### config.mk
export PLATFORM = sky130hd
export DESIGN_NAME = mem_arbiter
export DESIGN_NICKNAME = d
export VERILOG_FILES = /design/src/rtl/mem_arbiter.sv
export SDC_FILE = /design/constraint.sdc
export NUM_CORES = 1
export LEC_CHECK = 0
export BUFFER_PORTS_ARGS = -buffer_cell sky130_fd_sc_hd__buf_4
export CORE_MARGIN = 5
export CORE_UTILIZATION = 42
export DETAILED_ROUTE_END_ITERATION = 10
export GPL_ROUTABILITY_DRIVEN = 0
export PLACE_DENSITY = 0.85
export SETUP_SLACK_MARGIN = 0.4
export SKIP_LAST_GASP = 1
export SLEW_MARGIN = 10
export SYNTH_ARGS = -nofsm -noshare
export SYNTH_HDL_FRONTEND = slang
export SYNTH_SLANG_ARGS = --single-unit
### constraint.sdc
create_clock -name clk -period 1.5 [get_ports clk]
set_input_delay 0.225 -clock clk [delete_from_list [all_inputs] [get_ports clk]]
set_output_delay 0.225 -clock clk [all_outputs]
set_load 0.05 [all_outputs]
### src/rtl/mem_arbiter.sv
// Arbitrates one backing memory bus between fetch (read-only) and the mem stage (priority, with starvation guard).
// Optional bus timeout abort enabled by defining MEM_ARB_TIMEOUT_EN.
module mem_arbiter #(
    parameter int STARVE_LIMIT   = 4,
    parameter int TIMEOUT_CYCLES = 255
) (
    input  logic        clk,
    input  logic        reset_n,
    input  logic        fe_req,
    input  logic [31:0] fe_addr,
    output logic        fe_ack,
    output logic [31:0] fe_data,
    output logic        fe_err,
    input  logic        mem_req,
    input  logic [31:0] mem_addr,
    input  logic        mem_write,
    input  logic [31:0] mem_wdata,
    input  logic        mem_extend,
    input  logic [1:0]  mem_width,
    output logic        mem_ack,
    output logic [31:0] mem_rdata,
    output logic        mem_err,
    output logic        bus_req,
    output logic [31:0] bus_addr,
    output logic        bus_write,
    output logic [31:0] bus_wdata,
    output logic        bus_extend,
    output logic [1:0]  bus_width,
    input  logic        bus_ack,
    input  logic [31:0] bus_rdata
);

    localparam int SW = $clog2(STARVE_LIMIT + 1);
    localparam logic [SW-1:0] STARVE_MAX = SW'(STARVE_LIMIT);

    if (STARVE_LIMIT < 1 || TIMEOUT_CYCLES < 1) begin : g_param_check
        $error("mem_arbiter: STARVE_LIMIT and TIMEOUT_CYCLES must be >= 1");
    end

    typedef enum logic [1:0] {IDLE, BUS, RESP} state_t;

    state_t        state;
    logic          grant_mem;
    logic [SW-1:0] starve_cnt;
    logic          mem_wins;

    // Mem stage wins unless fetch is waiting and has already been passed over STARVE_LIMIT times.
    assign mem_wins = mem_req && (!fe_req || (starve_cnt < STARVE_MAX));

`ifdef MEM_ARB_TIMEOUT_EN
    localparam int TW = $clog2(TIMEOUT_CYCLES + 1);
    localparam logic [TW-1:0] TIMEOUT_LAST = TW'(TIMEOUT_CYCLES - 1);
    logic [TW-1:0] tcnt;
`else
    assign fe_err  = 1'b0;
    assign mem_err = 1'b0;
`endif

    always_ff @(posedge clk or negedge reset_n) begin
        if (!reset_n) begin
            state      <= IDLE;
            grant_mem  <= 1'b0;
            starve_cnt <= '0;
            fe_ack     <= 1'b0;
            fe_data    <= '0;
            mem_ack    <= 1'b0;
            mem_rdata  <= '0;
            bus_req    <= 1'b0;
            bus_addr   <= '0;
            bus_write  <= 1'b0;
            bus_wdata  <= '0;
            bus_extend <= 1'b0;
            bus_width  <= '0;
`ifdef MEM_ARB_TIMEOUT_EN
            fe_err     <= 1'b0;
            mem_err    <= 1'b0;
            tcnt       <= '0;
`endif
        end else begin
            case (state)
                IDLE: begin
                    if (mem_wins) begin
                        grant_mem  <= 1'b1;
                        bus_req    <= 1'b1;
                        bus_addr   <= mem_addr;
                        bus_write  <= mem_write;
                        bus_wdata  <= mem_wdata;
                        bus_extend <= mem_extend;
                        bus_width  <= mem_width;
                        state      <= BUS;
                        if (!fe_req)
                            starve_cnt <= '0;
                        else if (starve_cnt != STARVE_MAX)
                            starve_cnt <= starve_cnt + SW'(1);
`ifdef MEM_ARB_TIMEOUT_EN
                        tcnt       <= '0;
`endif
                    end else if (fe_req) begin
                        grant_mem  <= 1'b0;
                        bus_req    <= 1'b1;
                        bus_addr   <= fe_addr;
                        bus_write  <= 1'b0;
                        bus_wdata  <= '0;
                        bus_extend <= 1'b0;
                        bus_width  <= 2'b10;
                        state      <= BUS;
                        starve_cnt <= '0;
`ifdef MEM_ARB_TIMEOUT_EN
                        tcnt       <= '0;
`endif
                    end
                end
                BUS: begin
                    if (bus_ack) begin
                        bus_req <= 1'b0;
                        state   <= RESP;
                        if (grant_mem) begin
                            mem_ack   <= 1'b1;
                            mem_rdata <= bus_rdata;
                        end else begin
                            fe_ack  <= 1'b1;
                            fe_data <= bus_rdata;
                        end
`ifdef MEM_ARB_TIMEOUT_EN
                    end else if (tcnt == TIMEOUT_LAST) begin
                        // Abort: ack with error and zero data; bus_req held exactly TIMEOUT_CYCLES cycles.
                        bus_req <= 1'b0;
                        state   <= RESP;
                        if (grant_mem) begin
                            mem_ack <= 1'b1;
                            mem_err <= 1'b1;
                        end else begin
                            fe_ack <= 1'b1;
                            fe_err <= 1'b1;
                        end
                    end else begin
                        tcnt <= tcnt + TW'(1);
`endif
                    end
                end
                RESP: begin
                    fe_ack    <= 1'b0;
                    fe_data   <= '0;
                    mem_ack   <= 1'b0;
                    mem_rdata <= '0;
`ifdef MEM_ARB_TIMEOUT_EN
                    fe_err    <= 1'b0;
                    mem_err   <= 1'b0;
`endif
                    state     <= IDLE;
                end
                default: state <= IDLE;
            endcase
        end
    end

endmodule

==> flow_summary.ini, run 1 <==
[outcome]
status = finished, violations left
violations = setup timing

[grt]
overflow = 0
antenna_found_initial = 0
grt_first_pass_wirelength_um = 36890
grt_pass1_vias = 6396
grt_max_degree = 45
track_usage_pct = 29.94

[setup_path]
cp.arrival_ns = 1.95
rr_startpoint = state[1]
cp-end-kind = register
required_ns = 1.84
crit_type = register to register
crit_start = state[1]
critPathLaunchType = register
critPathMaxFanout = 8

[synthesis]
synth_common_cells = dfrtp_1 (141), nand2_1 (130), a22o_1 (36), o21ai_1 (34)
synth-main-ff-cell = dfrtp_1
async_reset_ff_share_pct = 100.0
synth_area_leaders = dfrtp_1 (61%), nand2_1 (8.5%), mux2_1 (6.3%)
synth_cells = 502
ys_seq_elements = 141
synth_cell_types = 28
synth_edf_count = 0
synth_largest_area_cell = dfrtp_1
synth_seq_area_share_pct = 61.20
avgSynthCellArea_um2 = 11.49
synth_top_area_share_pct = 61.20
synth.most_common_cell = dfrtp_1
yosysWarningCount = 0
synth_area_um2 = 5766

[sta]
skew_ns = 0.01441
post-route-period-util_pct = 107.4
finalHoldViolCount = 0
drv_slew = 0
fin_setup_tns_ns = -3.902
max_freq_mhz = 620.8
rsz0062_at_grt = true
setup_violations = 102
setup_ws_ns = -0.1109
finalCriticalPeriod_ns = 1.611

[place]
port-buffer-count = 271
detailed_place_hpwl_um = 12730
placed_cells = 934

[cells_and_area]
fillers = 493
final-seq-area_um2 = 3531
multi_input_area_um2 = 2968
num-nets-final = 1064
diodes = 0
fin_cells = 1112
drive_above_1_share_pct = 72.65
area_growth_pct = 105.2

[route]
drt_pass1_iterations = 6
avgRoutedWirePerCell_um = 27.14
drc = 0
routed_via_density = 5.691
vias = 6328
wl_um = 30180
drt_iter0_markers = 676
antenna_left = 0

[clock_tree]
cts.clk_slew.worst_paths_ns = 0.06
cts_tree = built
cts_htree_levels = 4
clkSinkCount = 141
cts_buffers = 17
clk_latency_ns = 0.43
root_buffer = clkbuf_16
cts_buffer_depth = 2

[flow_run]
cap_viol_max_count = 0

[pwr]
ir_worst_vdd_mv = 1.615
p_leak_nw = 6.209
p_per_area_nw_per_um2 = 2498

[floorplanning]
die_x_um = 127.2
dieArea_um2 = 16170
io_pins = 274
fp.dieH_um = 127.2
rows = 42
core_area_um2 = 13350
start_util_pct = 43.19

[hold_path]
worstHoldStart = bus_rdata[11]
hold_path_class = input port to register
-- cell usage in the layout, fill, tap and decap left out, drive strengths merged --
cell type	instances
a21o	2
o21ai	35
mux2	64
a21boi	1
ha	2
nor2	2
clkinv	4
dlygate4sd3	1
and4b	1
a22o	36
nand4b	1
dfrtp	141
clkbuf	30
conb	2
nand2b	2
buf	431
nor4bb	1
a22oi	1
nand2	130
nor2b	2
bufinv	2
a32o	2
nand3	32
nor3b	1
a21bo	3
inv	7
-- per-layer routing --
layer	vias to the layer above	part of all wire, %	global-route usage, %
met2	471	51	52.24
met3	117	9.5	9.891
met5	-	0	0
met4	0	4.6	14.20
li1	2563	-	-
met1	3177	35	32.97
-- logic make-up after synthesis --
kind of cell    after synthesis  synth area share (%)
compound gates               78                 9.548
fa+ha+maj                     2                0.4340
buf+inv                      44                 3.819
flops                       141                 61.20
mux                          64                 12.50
other cells                   1               0.06504
simple gates                172                 12.43
-- registers in the layout, summed over array words and instances, names as in the netlist --
name / cells
bus_addr: 32
bus_extend: 1
bus_req: 1
bus_wdata: 32
bus_width: 2
bus_write: 1
fe_ack: 1
fe_data: 32
grant_mem: 1
mem_ack: 1
mem_rdata: 32
starve_cnt: 3
state: 2
-- final timing paths --
check | cells past startpoint | slack [ns] | to
worst max-delay path | 8 | -0.11 | fe_data[0]
worst min-delay path | 3 | 0.01 | mem_rdata[11]
worst max register to register | 8 | -0.11 | fe_data[0]
worst min register to register | 1 | 0.53 | bus_addr[9]
max in group asynchronous | 3 | 0.58 | state[1]
min in group asynchronous | 2 | 0.31 | mem_rdata[7]
-- where the power goes --
group	switching (W)	internal [W]
clock network	0.00168	0.00251
registers	0.00156	0.00548
logic	0.0105	0.00787
-- worst max-delay path, cell delays in order, from the launching register on --
cell      delay, ns
dfrtp_2        0.45
buf_12         0.14
nor4bb_4       0.28
buf_6          0.16
buf_6          0.10
buf_12         0.10
buf_16         0.14
nand2_2        0.06
o21ai_1        0.09
-- per-stage QoR --
step / hold WS (ns) / setup WS, ns / area [µm²] / power, W / util (%)
2_1_floorplan: -0.07059 / 0.06874 / 6060 / 0.01491 / -
3_3_place_gp: 0.1477 / -0.09408 / 8342 / 0.01877 / 62.50
3_5_place_dp: 0.1550 / -0.1416 / 8342 / 0.01903 / 62.50
4_1_cts: 0.001880 / -0.02240 / 10650 / 0.02644 / 79.82
5_1_grt: 0.01220 / -0.1530 / 11830 / 0.03037 / 88.65
6_report: 0.01332 / -0.1109 / 11830 / 0.02956 / 88.65
-- area by class of cell --
cell class                      instances  share of cell area (%)
Timing Repair Buffer                  439                   38.32
Sequential cell                       141                   29.84
Multi-Input combinational cell        320                   25.08
Clock buffer                           23                   3.955
Tap cell                              176                   1.861
Clock inverter                          7                  0.7508
Inverter                                6                  0.1903
-- timing repair --
action | in CTS | in global routing
hold buffers | 1 | 0
buffers inserted | 68 | 55
endpoints found under the setup margin | 275 | 275
hold endpoints to repair | 30 | 0
resized for setup | 213 | 163
gates cloned | 17 | 7
pin swaps | 21 | 74
No activity file was read; power rests on OpenSTA's default activity.
==> run 2: changes to the inputs <==
--- a/config.mk
+++ b/config.mk
@@ -6,11 +6,14 @@
 export NUM_CORES = 1
 export LEC_CHECK = 0
 export BUFFER_PORTS_ARGS = -buffer_cell sky130_fd_sc_hd__buf_4
+export CELL_PAD_IN_SITES_DETAIL_PLACEMENT = 1
+export CELL_PAD_IN_SITES_GLOBAL_PLACEMENT = 1
 export CORE_MARGIN = 5
-export CORE_UTILIZATION = 42
+export CORE_UTILIZATION = 37
+export CTS_CLUSTER_DIAMETER = 40
 export DETAILED_ROUTE_END_ITERATION = 10
 export GPL_ROUTABILITY_DRIVEN = 0
-export PLACE_DENSITY = 0.85
+export PLACE_DENSITY = 0.94
 export SETUP_SLACK_MARGIN = 0.4
 export SKIP_LAST_GASP = 1
 export SLEW_MARGIN = 10
==> constraint.sdc (replaced) <==
create_clock -name clk -period 2.1 [get_ports clk]
set_input_delay 0.315 -clock clk [delete_from_list [all_inputs] [get_ports clk]]
set_output_delay 0.315 -clock clk [all_outputs]
set_load 0.05 [all_outputs]
==> run 2 against run 1 <==
Net effect: the flow now finishes without violations; fmax is 1.6% higher; wire length fell by 37%; global-route usage fell by 9.3 points; via count decreased by 23%; clock skew shrank 0.0052 ns; total power down 45%; sequential cell count unchanged; clock power shrank 29%; register-to-register slack gained 0.63 ns; first-iteration DRC count down 76%; critical endpoint is now bus_addr[27]; hold slack improved by 0.097 ns.
==> flow_summary.ini, run 2 (synthesized netlist as in run 1, its figures left out) <==
[setup_path]
required_ns = 2.38
cp.arrival_ns = 1.86
critPathMaxFanout = 74
rr_startpoint = state[1]
critPathLaunchType = register
crit_type = register to register
crit_start = state[1]
cp-end-kind = register
r2r.worst_path.cells = 4

[cells_and_area]
post-route-cell-area_um2 = 8671
layout_commonest_cell = buf_4
num-nets-final = 907
mostFrequentLayoutCells = buf_4 (276), dfrtp_1 (141), nand2_1 (130)
drive_above_1_share_pct = 44.81
area_growth_pct = 50.39

[floorplanning]
dieArea_um2 = 18180
die_x_um = 134.8
rows = 45
fp.dieH_um = 134.8
core_area_um2 = 15260
start_util_pct = 37.79
io_pins = 274

[grt]
antenna_found_initial = 1
grt_first_pass_wirelength_um = 29340
overflow = 0
grt_max_degree = 75
track_usage_pct = 20.62
grt_pass1_vias = 5420

[sta]
finalHoldViolCount = 0
setup_violations = 0
skew_ns = 0.009167
rsz0062_at_grt = false
drv_slew = 0
fin_setup_tns_ns = 0
max_freq_mhz = 630.9
post-route-period-util_pct = 75.48
finalCriticalPeriod_ns = 1.585

[hold_path]
worstHoldStart = bus_rdata[23]
min_delay_path_depth = 3
hold_path_class = input port to register

[place]
placed_area_um2 = 8071
port-buffer-count = 271
detailed_place_hpwl_um = 13880

[pwr]
p_sw_w = 0.007816
switching_share_pct = 48.05
p_leak_nw = 4.417
intPower_w = 0.008451
seqPwrFrac_pct = 28.6
power.total_w = 0.01627
p_clk_share_pct = 18.2
pwr-share-comb_pct = 53.2
p_per_area_nw_per_um2 = 1876
ir_worst_vdd_mv = 0.8388

[route]
vias = 4883
wl_um = 19050
routed_via_density = 4.917
drt_pass1_iterations = 4
antenna_left = 0
avgRoutedWirePerCell_um = 19.18
drc = 0
drt_iter0_markers = 163

[clock_tree]
cts_tree = built
clk_latency_ns = 0.40
cts_buffers = 17
cts.clk_slew.worst_paths_ns = 0.06
cts_buffer_depth = 2
clkSinkCount = 141
root_buffer = clkbuf_16
cts_htree_levels = 4

[flow_run]
cap_viol_max_count = 0

[outcome]
status = completed
## run 2: power by group through the flow
stage	combinational, W	sequential (W)	clock (W)
2_1_floorplan	0.00189	0.00849	0
3_3_place_gp	0.00854	0.00459	0
3_5_place_dp	0.00874	0.00467	0
4_1_cts	0.00876	0.00466	0.00304
5_1_grt	0.00905	0.00480	0.00316
6_report	0.00865	0.00465	0.00296
## run 2: path summary, 6_finish.rpt
kind | endpoint | slack, ns
max | bus_addr[27] | 0.51
min | mem_rdata[23] | 0.11
max reg2reg | bus_addr[27] | 0.51
min reg2reg | mem_ack | 0.48
max in group asynchronous | mem_rdata[15] | 1.04
min in group asynchronous | fe_data[20] | 0.42
## run 2: metrics by stage
step                hold WS [ns]  util [%]  std cells  setup WS (ns)
global placement          0.2848     52.90        959         0.5236
CTS                      0.09470     56.81        992         0.5185
global route              0.1045     56.83        993         0.4223
finish                    0.1107     56.83        993         0.5149
floorplan                0.01941         -        503         0.6682
detailed placement        0.2898     52.90        959         0.4507
## run 2: routing by layer
layer / GRT usage (%) / share of wire [%] / routed length [µm]
met3: 3.651 / 4.3 / 822
met1: 23.37 / 38 / 7236
met5: 0 / 0 / 0
met2: 37.74 / 55 / 10430
met4: 9.219 / 2.9 / 557
## run 2: critical path, stage by stage, from the launching register on
cell     delay, ns
dfrtp_1       0.50
nor2_1        0.12
o21ai_4       0.08
buf_12        0.34
mux2_2        0.40
## run 2: area by class of cell
class / count / area (µm²)
Multi-Input combinational cell: 318 / 2053
Antenna cell: 1 / 2.502
Inverter: 6 / 22.52
Tap cell: 211 / 264.0
Clock inverter: 10 / 112.6
Timing Repair Buffer: 284 / 2213
Sequential cell: 141 / 3528
Clock buffer: 22 / 474.2
Fill cell: 1632 / 6588
## run 2: repair_timing
item | in CTS | in global routing
endpoints found under the hold margin | 43 | 0
setup buffers | 0 | 0
resized for setup | 0 | 0
hold buffers | 1 | 0
==> run 3: changes to the inputs <==
--- a/config.mk
+++ b/config.mk
@@ -9,11 +9,11 @@
 export CELL_PAD_IN_SITES_DETAIL_PLACEMENT = 1
 export CELL_PAD_IN_SITES_GLOBAL_PLACEMENT = 1
 export CORE_MARGIN = 5
-export CORE_UTILIZATION = 37
+export CORE_UTILIZATION = 35
 export CTS_CLUSTER_DIAMETER = 40
 export DETAILED_ROUTE_END_ITERATION = 10
 export GPL_ROUTABILITY_DRIVEN = 0
-export PLACE_DENSITY = 0.94
+export PLACE_DENSITY = 0.9
 export SETUP_SLACK_MARGIN = 0.4
 export SKIP_LAST_GASP = 1
 export SLEW_MARGIN = 10
==> constraint.sdc (replaced) <==
create_clock -name clk -period 1.5 [get_ports clk]
set_input_delay 0.225 -clock clk [delete_from_list [all_inputs] [get_ports clk]]
set_output_delay 0.225 -clock clk [all_outputs]
set_load 0.05 [all_outputs]
==> run 3 against run 2 <==
Net effect: synthesized area is the same; the run now fails in global routing (5_1_grt); synthesized cell count is the same.
==> flow_summary.ini, run 3 <==
[outcome]
status = stopped before the end
stop_stage = global routing (5_1_grt)
tool.error = [ERROR DPL-0033] detailed placement checks failed during check placement.

[synthesis]
avgSynthCellArea_um2 = 11.49
synth_common_cells = dfrtp_1 (141), nand2_1 (130), a22o_1 (36), o21ai_1 (34)
synth_area_um2 = 5766
synth_seq_area_share_pct = 61.20
synth_area_leaders = dfrtp_1 (61%), nand2_1 (8.5%), mux2_1 (6.3%)
ys_seq_elements = 141
synth_top_area_share_pct = 61.20
synth_largest_area_cell = dfrtp_1
async_reset_ff_share_pct = 100.0
yosysWarningCount = 0
synth_cell_types = 28
synth-main-ff-cell = dfrtp_1
synth_edf_count = 0
synth_cells = 502
synth.most_common_cell = dfrtp_1

[grt]
grt_max_degree = 41
antenna_found_initial = 3

[floorplanning]
start_util_pct = 35.27
io_pins = 274
fp.dieH_um = 138.3
rows = 47
die_x_um = 138.3

[sta]
postGrtWorstEndpoint = bus_addr[19]$_DFFE_PN0P_/D
worst-ep-kind = sequential cell input

[clock_tree]
clkSinkCount = 141
cts_buffers = 17
root_buffer = clkbuf_16
cts_buffer_depth = 2
cts_htree_levels = 4

[place]
detailed_place_hpwl_um = 13980
placed_cells = 975
port-buffer-count = 271
[run 3: logic make-up after synthesis]
group,after synthesis,synth area share [%]
other cells,1,0.06504
compound gates,78,9.548
simple gates,172,12.43
buf+inv,44,3.819
mux,64,12.50
fa+ha+maj,2,0.4340
flops,141,61.20
[run 3: metrics by stage]
step | utilization (%) | area, µm² | setup slack, ns | setup TNS (ns) | hold WS (ns)
after detailed placement | 50.95 | 8329 | -0.1443 | -3.497 | 0.1611
after floorplan | - | 6060 | 0.06874 | 0 | -0.07059
after CTS | 65.18 | 10660 | -0.03183 | -0.5809 | 0.004726
after global placement | 50.95 | 8329 | -0.1054 | -3.231 | 0.1638
[run 3: repair_timing]
action,4_1_cts
endpoints found under the setup margin,273
pin swaps,12
hold buffers,1
hold endpoints to repair,33
cloned,16
resized for setup,195
setup buffers,76
==> run 4: changes to the inputs <==
==> config.mk (replaced) <==
export PLATFORM = sky130hd
export DESIGN_NAME = mem_arbiter
export DESIGN_NICKNAME = d
export VERILOG_FILES = /design/src/rtl/mem_arbiter.sv
export SDC_FILE = /design/constraint.sdc
export NUM_CORES = 1
export LEC_CHECK = 0
export BUFFER_PORTS_ARGS = -buffer_cell sky130_fd_sc_hd__buf_4
export CORE_MARGIN = 5
export CORE_UTILIZATION = 40
export DETAILED_ROUTE_END_ITERATION = 10
export GPL_ROUTABILITY_DRIVEN = 0
export PLACE_DENSITY_LB_ADDON = 0.15
export SKIP_LAST_GASP = 1
export SLEW_MARGIN = 10
export SYNTH_ARGS = -nofsm -noshare
export SYNTH_HDL_FRONTEND = slang
export SYNTH_SLANG_ARGS = --single-unit
==> run 4 against run 3 <==
Net effect: the flow now finishes, with violations (setup timing).
==> flow_summary.ini, run 4 (synthesized netlist as in run 1, its figures left out) <==
[clock_tree]
root_buffer = clkbuf_16
cts_tree = built
cts_buffer_depth = 2
clk_latency_ns = 0.42
cts.clk_slew.worst_paths_ns = 0.06
cts_htree_levels = 4
cts_buffers = 17
clkSinkCount = 141

[grt]
grt-busiest-layer = met2
grt_use_met3_pct = 6.058
track_usage_pct = 19.60
grt_max_degree = 66
grtUsageMet1_pct = 23.74
grt_pass1_vias = 5102
antenna_found_initial = 0
grt_first_pass_wirelength_um = 25990
overflow = 0
grtUsageMet2_pct = 32.65

[sta]
post-route-period-util_pct = 100.2
finalHoldViolCount = 0
setup_ws_ns = -0.002256
max_freq_mhz = 665.7
drv_slew = 0
setup_violations = 1
finalCriticalPeriod_ns = 1.502
rsz0062_at_grt = true
skew_ns = 0.008702
fin_setup_tns_ns = -0.002256

[floorplanning]
start_util_pct = 41.22
core_area_um2 = 13990
die_x_um = 130.1
fp.dieH_um = 130.1
io_pins = 274
dieArea_um2 = 16910
rows = 43

[place]
detailed_place_hpwl_um = 12170
port-buffer-count = 271
place_ws_ns = 0.0009578

[setup_path]
crit_type = register to register
critPathLaunchType = register
slowest_delay_ns = 0.38
required_ns = 1.80
cp-end-kind = register
cp_slowest_cell = dfrtp_1
critPathMaxFanout = 20
path_cells = a21bo_4 -> buf_12 -> mux2_1 -> mux2_2
cp.arrival_ns = 1.80

[cells_and_area]
layout_commonest_cell = buf_4
multi_input_area_um2 = 2064
drive_above_1_share_pct = 44.94
diodes = 0
fillers = 1120
num-nets-final = 927
mostFrequentLayoutCells = buf_4 (278), dfrtp_1 (140), nand2_1 (130)
utilization_pct = 63.77
area_growth_pct = 54.73
final-seq-area_um2 = 3530

[pwr]
ir_worst_vdd_mv = 1.516
p_per_area_nw_per_um2 = 2571
power.total_w = 0.02294
p_leak_nw = 4.545

[route]
antenna_left = 0
drt_iter0_markers = 232
vias = 4836
drc = 0
routed_via_density = 4.930
wl_um = 16560
avgRoutedWirePerCell_um = 16.88
drt_pass1_iterations = 6

[flow_run]
cap_viol_max_count = 0

[outcome]
violations = setup timing
status = finished, violations left

[hold_path]
hold_path_class = input port to register
run 4: critical path: cells and delay by family, from the launching register on:
kind	cells	cell delay (ns)
multiplexers	2	0.60
AO/OA/AOI/OAI	1	0.24
buffers and inverters	1	0.16
flip-flops	1	0.38
run 4: power by group:
group	switching [W]	internal, W
logic	0.00820	0.00391
registers	0.000994	0.00547
clock network	0.00157	0.00278
total	0.0108	0.0122
run 4: layout make-up:
class | count | share of cell area (%)
clock buffers | 22 | 5.428
well taps | 180 | 2.525
flip-flops and latches | 141 | 39.57
multi-input cells | 318 | 23.14
inverters | 6 | 0.2525
clock inverters | 10 | 1.529
repair buffers | 304 | 27.56
run 4: final timing paths:
check,endpoint,startpoint,slack (ns),cells past startpoint
max,bus_addr[6],starve_cnt[2],-0.002,4
max reg2reg,bus_addr[6],starve_cnt[2],-0.002,4
min in group asynchronous,bus_wdata[29],reset_n,0.19,2
min reg2reg,fe_ack,fe_ack,0.48,1
min,mem_rdata[7],bus_rdata[7],0.02,3
max in group asynchronous,bus_addr[20],reset_n,0.76,3
run 4: metal layers:
layer	routed length, µm	vias to the layer above
li1	-	2287
met1	6272	2331
met2	8595	186
met3	1283	32
met4	403	0
met5	0	-
run 4: per-stage QoR:
stage               hold slack [ns]  area [µm²]  std cells
floorplan                  -0.07059        5769        503
detailed placement          0.05558        8140        934
global route              0.0009007        8921        981
finish                      0.01519        8921        981
CTS                       0.0005664        8881        978
global placement            0.05265        8140        934
run 4: timing repair:
| action | 4_1_cts | 5_1_grt |
|---|---|---|
| hold endpoints to repair | 152 | 2 |
| resized for setup | 0 | 3 |
| setup buffers | 0 | 1 |
| hold buffers | 12 | 2 |
| setup endpoints to repair | 1 | 74 |
